[src/rtl/lap_timer_ctrl_pkg.sv]
// Shared race timing types and constants for the lap timer block.
package race_pkg;

  localparam int TIME_W      = 16;
  localparam int MAX_TIME_CS = 59999;
  localparam int LAPCNT_W    = 4;

  typedef enum logic [1:0] {
    IDLE     = 2'd0,
    RUNNING  = 2'd1,
    PAUSED   = 2'd2,
    FINISHED = 2'd3
  } race_state_t;

  // Increment that sticks at max_t instead of wrapping.
  function automatic logic [TIME_W-1:0] sat_inc(input logic [TIME_W-1:0] t,
                                                input logic [TIME_W-1:0] max_t);
    logic [TIME_W-1:0] r;
    if (t >= max_t) r = max_t;
    else            r = t + TIME_W'(1);
    return r;
  endfunction

endpackage

[src/rtl/lap_timer_ctrl_tick_gen.sv]
// Prescaler: counts 0..DIV-1 while enabled and pulses tick_o on the wrap cycle.
module tick_gen #(
  parameter int DIV = 650000
) (
  input  logic clk_i,
  input  logic rst_i,
  input  logic en_i,
  input  logic clr_i,
  output logic tick_o
);

  localparam int CW = (DIV > 1) ? $clog2(DIV) : 1;
  localparam logic [CW-1:0] LAST = CW'(DIV - 1);

  logic [CW-1:0] cnt_q, cnt_d;

  always_comb begin
    cnt_d  = cnt_q;
    tick_o = 1'b0;
    if (clr_i) begin
      cnt_d = '0;
    end else if (en_i) begin
      if (cnt_q == LAST) begin
        cnt_d  = '0;
        tick_o = 1'b1;
      end else begin
        cnt_d = cnt_q + CW'(1);
      end
    end
  end

  always_ff @(posedge clk_i) begin
    if (rst_i) cnt_q <= '0;
    else       cnt_q <= cnt_d;
  end

endmodule

[src/rtl/lap_timer_ctrl.sv]
// Race lap timer: running lap time, last/best lap and lap count, with a
// start/pause/finish sequencer. All outputs come straight from registers.
module lap_timer_ctrl #(
  parameter int CLK_FREQ_HZ = 65_000_000,
  parameter int TICK_HZ     = 100,
  parameter int MAX_TIME_CS = race_pkg::MAX_TIME_CS,
  parameter int MIN_LAP_CS  = 200,
  parameter int NUM_LAPS    = 3
) (
  input  logic                        pclk,
  input  logic                        rst,
  input  logic                        race_start,
  input  logic                        pause,
  input  logic                        lap_cross,
  output logic [race_pkg::TIME_W-1:0] lap_time,
  output logic [race_pkg::TIME_W-1:0] last_lap_time,
  output logic [race_pkg::TIME_W-1:0] best_lap_time,
  output logic                        best_valid,
  output logic                        new_best,
  output logic [race_pkg::LAPCNT_W-1:0] lap_count,
  output logic                        race_done
);
  import race_pkg::*;

  localparam int                  DIV   = CLK_FREQ_HZ / TICK_HZ;
  localparam logic [TIME_W-1:0]   MAX_T = TIME_W'(MAX_TIME_CS);
  localparam logic [TIME_W-1:0]   MIN_T = TIME_W'(MIN_LAP_CS);
  localparam logic [LAPCNT_W-1:0] NUM_L = LAPCNT_W'(NUM_LAPS);

  race_state_t state_q, state_d;

  logic [TIME_W-1:0]   lap_q, lap_d;
  logic [TIME_W-1:0]   last_q, last_d;
  logic [TIME_W-1:0]   best_q, best_d;
  logic                best_valid_q, best_valid_d;
  logic                new_best_q, new_best_d;
  logic [LAPCNT_W-1:0] cnt_q, cnt_d;
  logic                done_q, done_d;

  logic                tick;
  logic                presc_en;
  logic                lap_ok;
  logic [LAPCNT_W-1:0] cnt_inc;

  assign presc_en = (state_q == RUNNING) && !pause && !race_start;
  assign lap_ok   = (state_q == RUNNING) && lap_cross && (lap_q >= MIN_T);
  assign cnt_inc  = cnt_q + LAPCNT_W'(1);

  tick_gen #(.DIV(DIV)) u_tick_gen (
    .clk_i  (pclk),
    .rst_i  (rst),
    .en_i   (presc_en),
    .clr_i  (race_start),
    .tick_o (tick)
  );

  always_comb begin
    state_d = state_q;
    if (race_start) begin
      state_d = RUNNING;
    end else begin
      case (state_q)
        IDLE:     state_d = IDLE;
        RUNNING: begin
          // Finishing lap wins over a pause requested in the same cycle.
          if (lap_ok && (cnt_inc == NUM_L)) state_d = FINISHED;
          else if (pause)                   state_d = PAUSED;
        end
        PAUSED:   if (!pause) state_d = RUNNING;
        FINISHED: state_d = FINISHED;
        default:  state_d = IDLE;
      endcase
    end
  end

  always_comb begin
    lap_d        = lap_q;
    last_d       = last_q;
    best_d       = best_q;
    best_valid_d = best_valid_q;
    new_best_d   = 1'b0;
    cnt_d        = cnt_q;
    if (race_start) begin
      lap_d  = '0;
      last_d = '0;
      cnt_d  = '0;
    end else if (lap_ok) begin
      // A tick landing on the closing cycle is dropped; the new lap starts at 0.
      last_d = lap_q;
      lap_d  = '0;
      cnt_d  = cnt_inc;
      if (!best_valid_q || (lap_q < best_q)) begin
        best_d       = lap_q;
        best_valid_d = 1'b1;
        new_best_d   = 1'b1;
      end
    end else if (tick) begin
      lap_d = sat_inc(lap_q, MAX_T);
    end
    done_d = (state_d == FINISHED);
  end

  always_ff @(posedge pclk) begin
    if (rst) begin
      state_q      <= IDLE;
      lap_q        <= '0;
      last_q       <= '0;
      best_q       <= '0;
      best_valid_q <= 1'b0;
      new_best_q   <= 1'b0;
      cnt_q        <= '0;
      done_q       <= 1'b0;
    end else begin
      state_q      <= state_d;
      lap_q        <= lap_d;
      last_q       <= last_d;
      best_q       <= best_d;
      best_valid_q <= best_valid_d;
      new_best_q   <= new_best_d;
      cnt_q        <= cnt_d;
      done_q       <= done_d;
    end
  end

  assign lap_time      = lap_q;
  assign last_lap_time = last_q;
  assign best_lap_time = best_q;
  assign best_valid    = best_valid_q;
  assign new_best      = new_best_q;
  assign lap_count     = cnt_q;
  assign race_done     = done_q;

endmodule

[config.mk]
export PLATFORM = sky130hd
export DESIGN_NAME = lap_timer_ctrl
export DESIGN_NICKNAME = d
export VERILOG_FILES = /design/src/rtl/lap_timer_ctrl_pkg.sv /design/src/rtl/lap_timer_ctrl_tick_gen.sv /design/src/rtl/lap_timer_ctrl.sv
export SDC_FILE = /design/constraint.sdc
export NUM_CORES = 1
export LEC_CHECK = 0
export CAP_MARGIN = 20
export CORE_ASPECT_RATIO = 2
export CORE_UTILIZATION = 55
export DETAILED_ROUTE_END_ITERATION = 10
export MAX_ROUTING_LAYER = met4
export PLACE_DENSITY_LB_ADDON = 0.15
export SKIP_LAST_GASP = 1
export SYNTH_ARGS = -nofsm -noshare
export SYNTH_HDL_FRONTEND = slang
export SYNTH_SLANG_ARGS = --single-unit
[constraint.sdc]
create_clock -name pclk -period 4.1 [get_ports pclk]
set_input_delay 0.82 -clock pclk [delete_from_list [all_inputs] [get_ports pclk]]
set_output_delay 0.82 -clock pclk [all_outputs]
set_load 0.1 [all_outputs]
# Yosys cells after proc, flatten, opt, wreduce, memory -nomap -nowiden
# Index checks and enable logic that the tools add are counted.
# Widths: inputs -> output; s select.
[classes]
n_addsub = 3
n_lt_le_gt_ge = 3
eq_ne = 6
n_mux = 11
bitwise = 2
reduce_logical = 14
[op_table]
columns = ["op", "n"]
rows = [
  ["$add 20x1->20 const B", 1],
  ["$eq 20x20->1 const B", 1],
  ["$mux 20", 1],
  ["$add 16x1->16 const B", 1],
  ["$ge 16x16->1 const B", 1],
  ["$ge 16x8->1 const B", 1],
  ["$lt 16x16->1", 1],
  ["$mux 16", 1],
  ["$mux 2", 4],
  ["$pmux 2 s4", 1],
  ["$eq 2x2->1 const B", 3],
  ["$reduce_or 3->1", 2],
  ["$logic_and 1x1->1", 5],
  ["$add 4x1->4 const B", 1],
  ["$eq 4x2->1 const B", 1],
  ["$mux 1", 4],
  ["$logic_not 1->1", 3],
  ["$reduce_and 3->1", 1],
  ["$eq 2x1->1 const B", 1],
  ["$logic_not 2->1", 1],
  ["$not 1->1", 2],
  ["$reduce_or 2->1", 1],
  ["$logic_or 1x1->1", 1],
]
[word_totals]
reg_bits = 77
input_bits = 5
out_inout_bits = 55
elab_cells = 48

# Depth between registers and ports, before layout
[logic_depth]
depth_word = 8
mapped_depth = 8
depth_no_buf = 7

# Hierarchy
# A second synthesis with hierarchy kept.
[hier_totals]
hier_cells = 389
hier_area_um2 = 3638.5
[by_module_without_submodules]
columns = ["mod", "n_inst", "cells_per_inst", "area_per_inst_um2", "seq_area_each_um2"]
rows = [
  ["lap_timer_ctrl", 1, 278, 2648.8, 1141.1],
  ["tick_gen", 1, 111, 989.7, 400.4],
]

# Worst setup path before layout
# No wires, ideal clock.
[synth_timing]
path_kind = "register to register"
start = "reg lap_q[14] (netlist: lap_time[14])"
end = "reg best_q[6] (netlist: best_lap_time[6])"
setup_time_ns = 0.072
arrival_ns = 3.043
t_required_ns = 4.028
path_slack_ns = 0.985
stages_incl_launch_ff = 8
path_buffers = 1
synth_period_minus_slack_ns = 3.115
path_cell_list = "dfxtp_1 > ha_1 > a21oi_1 > nand2_1 > a221o_1 > a221oi_2 > buf_4 > mux2i_1"
[synth_between]
elab_chain_len = 3
word_cells_on_any_way = 5
cone_classes = "order compare: 2; reduce/logical: 3"
[synth_lines]
columns = ["element", "line", "source"]
rows = [
  ["start: declaration", "lap_timer_ctrl.sv:32", "logic [TIME_W-1:0] lap_q, lap_d;"],
  ["start signal: assignment", "lap_timer_ctrl.sv:115", "lap_q <= lap_d;"],
  ["$ge 16x8->1 or $lt 16x16->1 (tied branches)", "lap_timer_ctrl.sv:46, lap_timer_ctrl.sv:92", ""],
  ["$logic_and 1x1->1 or $logic_or 1x1->1 (tied branches)", "lap_timer_ctrl.sv:46, lap_timer_ctrl.sv:92", ""],
  ["$reduce_and 3->1 (no line) *", "n/a", ""],
  ["end signal: assignment", "lap_timer_ctrl.sv:117", "best_q <= best_d;"],
  ["end: declaration", "lap_timer_ctrl.sv:34", "logic [TIME_W-1:0] best_q, best_d;"],
]
# Mark *: on every way between the ends. The rest lies on a longest branch, timed or not.
# A chain may end at the register's enable or synchronous reset.

# Worst setup path in the final report
[layout_timing]
start = "in pause"
end = "reg lap_q[10] (netlist: lap_time[10])"
[layout_between]
elab_chain_len = 5
[layout_lines]
columns = ["element", "line", "source"]
rows = [
  ["start: declaration", "lap_timer_ctrl.sv:13", "input logic pause,"],
  ["$logic_not 1->1", "n/a", ""],
  ["$logic_and 1x1->1 (2 in a row)", "lap_timer_ctrl.sv:45", "assign presc_en = (state_q == RUNNING) && !pause && !race_start;"],
  ["$mux 1", "lap_timer_ctrl_tick_gen.sv:22", "end else if (en_i) begin"],
  ["$mux 1", "lap_timer_ctrl_tick_gen.sv:20", "if (clr_i) begin"],
]
# No other way between the ends.

==> results_dict.tcl <==
set metrics [dict create \
    n_fill_cell 534 \
    path_clk_slew_ns 0.06 \
    multi_input_area_um2 2240 \
    die_area_um2 7570 \
    ys_warn_count 0 \
    synth_edf_count 0 \
    wl_per_cell_um 15.6 \
    cp.required_ns 4.37 \
    dp_hpwl_um 6700 \
    p_sw_uw 315 \
    crit_chain "clkdlybuf4s50_1, nor4b_4, nand3_4, or3_1, or4_1, a21oi_1" \
    numClockSinks 77 \
    hold_violations 0 \
    num_rows 43 \
    hold_buffers 0 \
    cts_buffer_depth 2 \
    synth-main-ff-cell "dfxtp_1" \
    cts.htree.levels 3 \
    ys_seq_area_share_pct 38.9 \
    place_inst 587 \
    grt_pass1_vias 3326 \
    core_um2 6940 \
    ant_nets 0 \
    maxSlewViolCount 0 \
    cts_buffers 9 \
    io_pins 60 \
    postCtsResizedCells 0 \
    synthArstFlopShare_pct 0 \
    area_growth_pct 23.5 \
    synth_area_um2 3960 \
    antenna_found_initial 0 \
    p_clk_share_pct 48.1 \
    period_share_pct 76.6 \
    crit_buf_inv 1 \
    cp_slowest_cell "or3_1" \
    critPathCaptureType "flop" \
    dr.pass1.iters 5 \
    seqPwrFrac_pct 49.7 \
    worstPathArrival_ns 3.41 \
    rsz0062_at_grt "no" \
    cts-root-buf "clkbuf_16" \
    n_antenna_cell 0 \
    max_cap_violations 0 \
    drtIter0Drc 172 \
    setup_viol 0 \
    powerDensity_nw_per_um2 309 \
    regArea_um2 1540 \
    fin_cells 601 \
    critPathKind "primary input to flop" \
    p_int_mw 1.20 \
    vias 3433 \
    combPwrFrac_pct 2.2 \
    max_freq_mhz 318 \
    fin_hold_ws_ns 0.491 \
    portBuffers 59 \
    hold_path.class "flop to flop" \
    grt-ovfl-total 0 \
    switching_share_pct 20.8 \
    cp_top_family "simple AND/OR/NAND/NOR gates" \
    cts_tree "built" \
    min_period_ns 3.14 \
    postSynthCellCount 455 \
    routabilityCongestion 0.968 \
    stdcell_area_um2 4890 \
    nets 533 \
    die_y_um 122 \
    cp_max_fo 20 \
    grt_max_degree 36 \
    die_w_um 62.0 \
    placed_area_um2 4630 \
    leakage_nw 1.59 \
    initial_core_util_pct 57.1 \
    start_kind "primary input" \
    grt_use_total_pct 27.8 \
    ir_drop_v 0.000309 \
    maxSlewHeadroom_pct 33.9 \
    insertion_delay_ns 0.34 \
    via_per_inst 5.71 \
    worst-slew-pin-transition_ns 0.979 \
    drt-total-wl_um 9390 \
    synth_nets 480 \
    syn_area_per_cell_um2 8.71 \
    grt_first_pass_wirelength_um 15000 \
    outcome "completed" \
    drive_gt1_share_pct 5.09 \
    drc 0 \
    post-cts-setup-buffer-count 0 \
    finClkSkew_ns 0.00757 \
    power.total_mw 1.51 \
    synth-seq-cells 77 \
    yosysUniqueCellTypes 52 \
    slowest_delay_ns 0.66 \
    tns_ns 0 \
]
==> cells by family (layout without fill, tap and decap cells) <==
group,Yosys count,count (layout),share of synthesized area (%)
simple gates,194,194,26.2
flops,77,77,38.9
compound gates,60,60,10.6
buf+inv,50,106,5.05
mux,32,32,8.08
xor+xnor,22,22,4.86
fa+ha+maj,20,20,6.32
==> sequential cells by signal, indices dropped and copies added (netlist names) <==
name	count
best_lap_time	16
lap_time	16
lap_count	4
best_valid	1
u_tick_gen.cnt_q	20
new_best	1
last_lap_time	16
race_done	1
state_q	2
==> cell usage in the layout, fill, tap and decap left out, types with 7 or more instances in the layout <==
cell / n
ha_1: 20
and2_1: 7
nor2_1: 56
nor3_1: 21
mux2i_1: 32
xnor2_1: 17
inv_1: 27
dfxtp_1: 77
clkbuf_16: 9
a211oi_1: 8
nand2b_1: 34
nand4_1: 8
nand2_1: 22
nand3_1: 10
o21ai_0: 13
a21oi_1: 11
clkdlybuf4s50_1: 59
nor4_1: 7
==> through the flow <==
step	worst slack, ns	util, %
2_1_floorplan	0.985	-
3_3_place_gp	0.673	66.7
3_5_place_dp	0.612	66.7
4_1_cts	0.965	70.5
5_1_grt	0.747	70.5
6_report	0.958	70.5
==> final timing paths <==
check / slack, ns / startpoint / endpoint / depth (start not counted)
max: 0.96 / pause / lap_time[10]$_SDFFE_PP0P_ / 6
min: 0.49 / best_lap_time[3]$_SDFFE_PP0P_ / best_lap_time[3]$_SDFFE_PP0P_ / 2
max reg2reg: 1.19 / lap_time[4]$_SDFFE_PP0P_ / lap_time[10]$_SDFFE_PP0P_ / 5
min reg2reg: 0.49 / best_lap_time[3]$_SDFFE_PP0P_ / best_lap_time[3]$_SDFFE_PP0P_ / 2
==> layout make-up <==
class | instances | share of cell area (%)
flip-flops and latches | 77 | 31.5
well taps | 90 | 2.30
clock inverters | 2 | 0.205
multi-input cells | 328 | 45.7
inverters | 27 | 2.07
clock buffers | 12 | 5.24
repair buffers | 65 | 13.0
==> layer usage <==
metal | part of all wire [%] | global-route usage, % | vias to the layer above
li1 | - | - | 1687
met1 | 39 | 27.8 | 1635
met2 | 54 | 46.7 | 86
met3 | 3.4 | 6.16 | 25
met4 | 3.9 | 16.4 | 0
met5 | 0 | - | -
==> worst min-delay path: stages, from the launching register on <==
cell and delay [ns]:
dfxtp_1 0.32, nand2b_1 0.07, mux2i_1 0.05
==> synth_stat cells, types with 2 or more instances <==
master | number | share of area [%]
nor2_1 | 56 | 5.3
o21ai_0 | 13 | 1.6
nand2_1 | 22 | 2.1
nor3b_1 | 3 | 0.57
xnor2_1 | 17 | 3.8
nor3_1 | 21 | 2.7
a311oi_1 | 3 | 0.66
buf_2 | 3 | 0.38
nand4_1 | 8 | 1.3
nand2b_1 | 34 | 5.4
and3_1 | 6 | 0.95
xor2_1 | 5 | 1.1
clkbuf_1 | 16 | 1.5
o31ai_1 | 6 | 1.1
buf_4 | 2 | 0.38
a32o_1 | 2 | 0.51
inv_1 | 27 | 2.6
and4_1 | 3 | 0.66
or2_2 | 3 | 0.47
or4_1 | 5 | 0.95
dfxtp_1 | 77 | 39
o21a_1 | 2 | 0.38
nor4_1 | 7 | 1.1
nor4b_1 | 2 | 0.44
and2_1 | 7 | 1.1
mux2i_1 | 32 | 8.1
ha_1 | 20 | 6.3
a31oi_1 | 3 | 0.47
a21oi_1 | 11 | 1.4
a211oi_1 | 8 | 1.5
nand3_1 | 10 | 1.3
==> power by group through the flow <==
stage	Combinational (mW)	Sequential (mW)	Clock (mW)
2_1_floorplan	0.0217	0.767	0
3_3_place_gp	0.0327	0.767	0
3_5_place_dp	0.0332	0.767	0
4_1_cts	0.0334	0.751	0.740
5_1_grt	0.0359	0.751	0.763
6_report	0.0335	0.751	0.728
(Power assumes the default switching activity.)
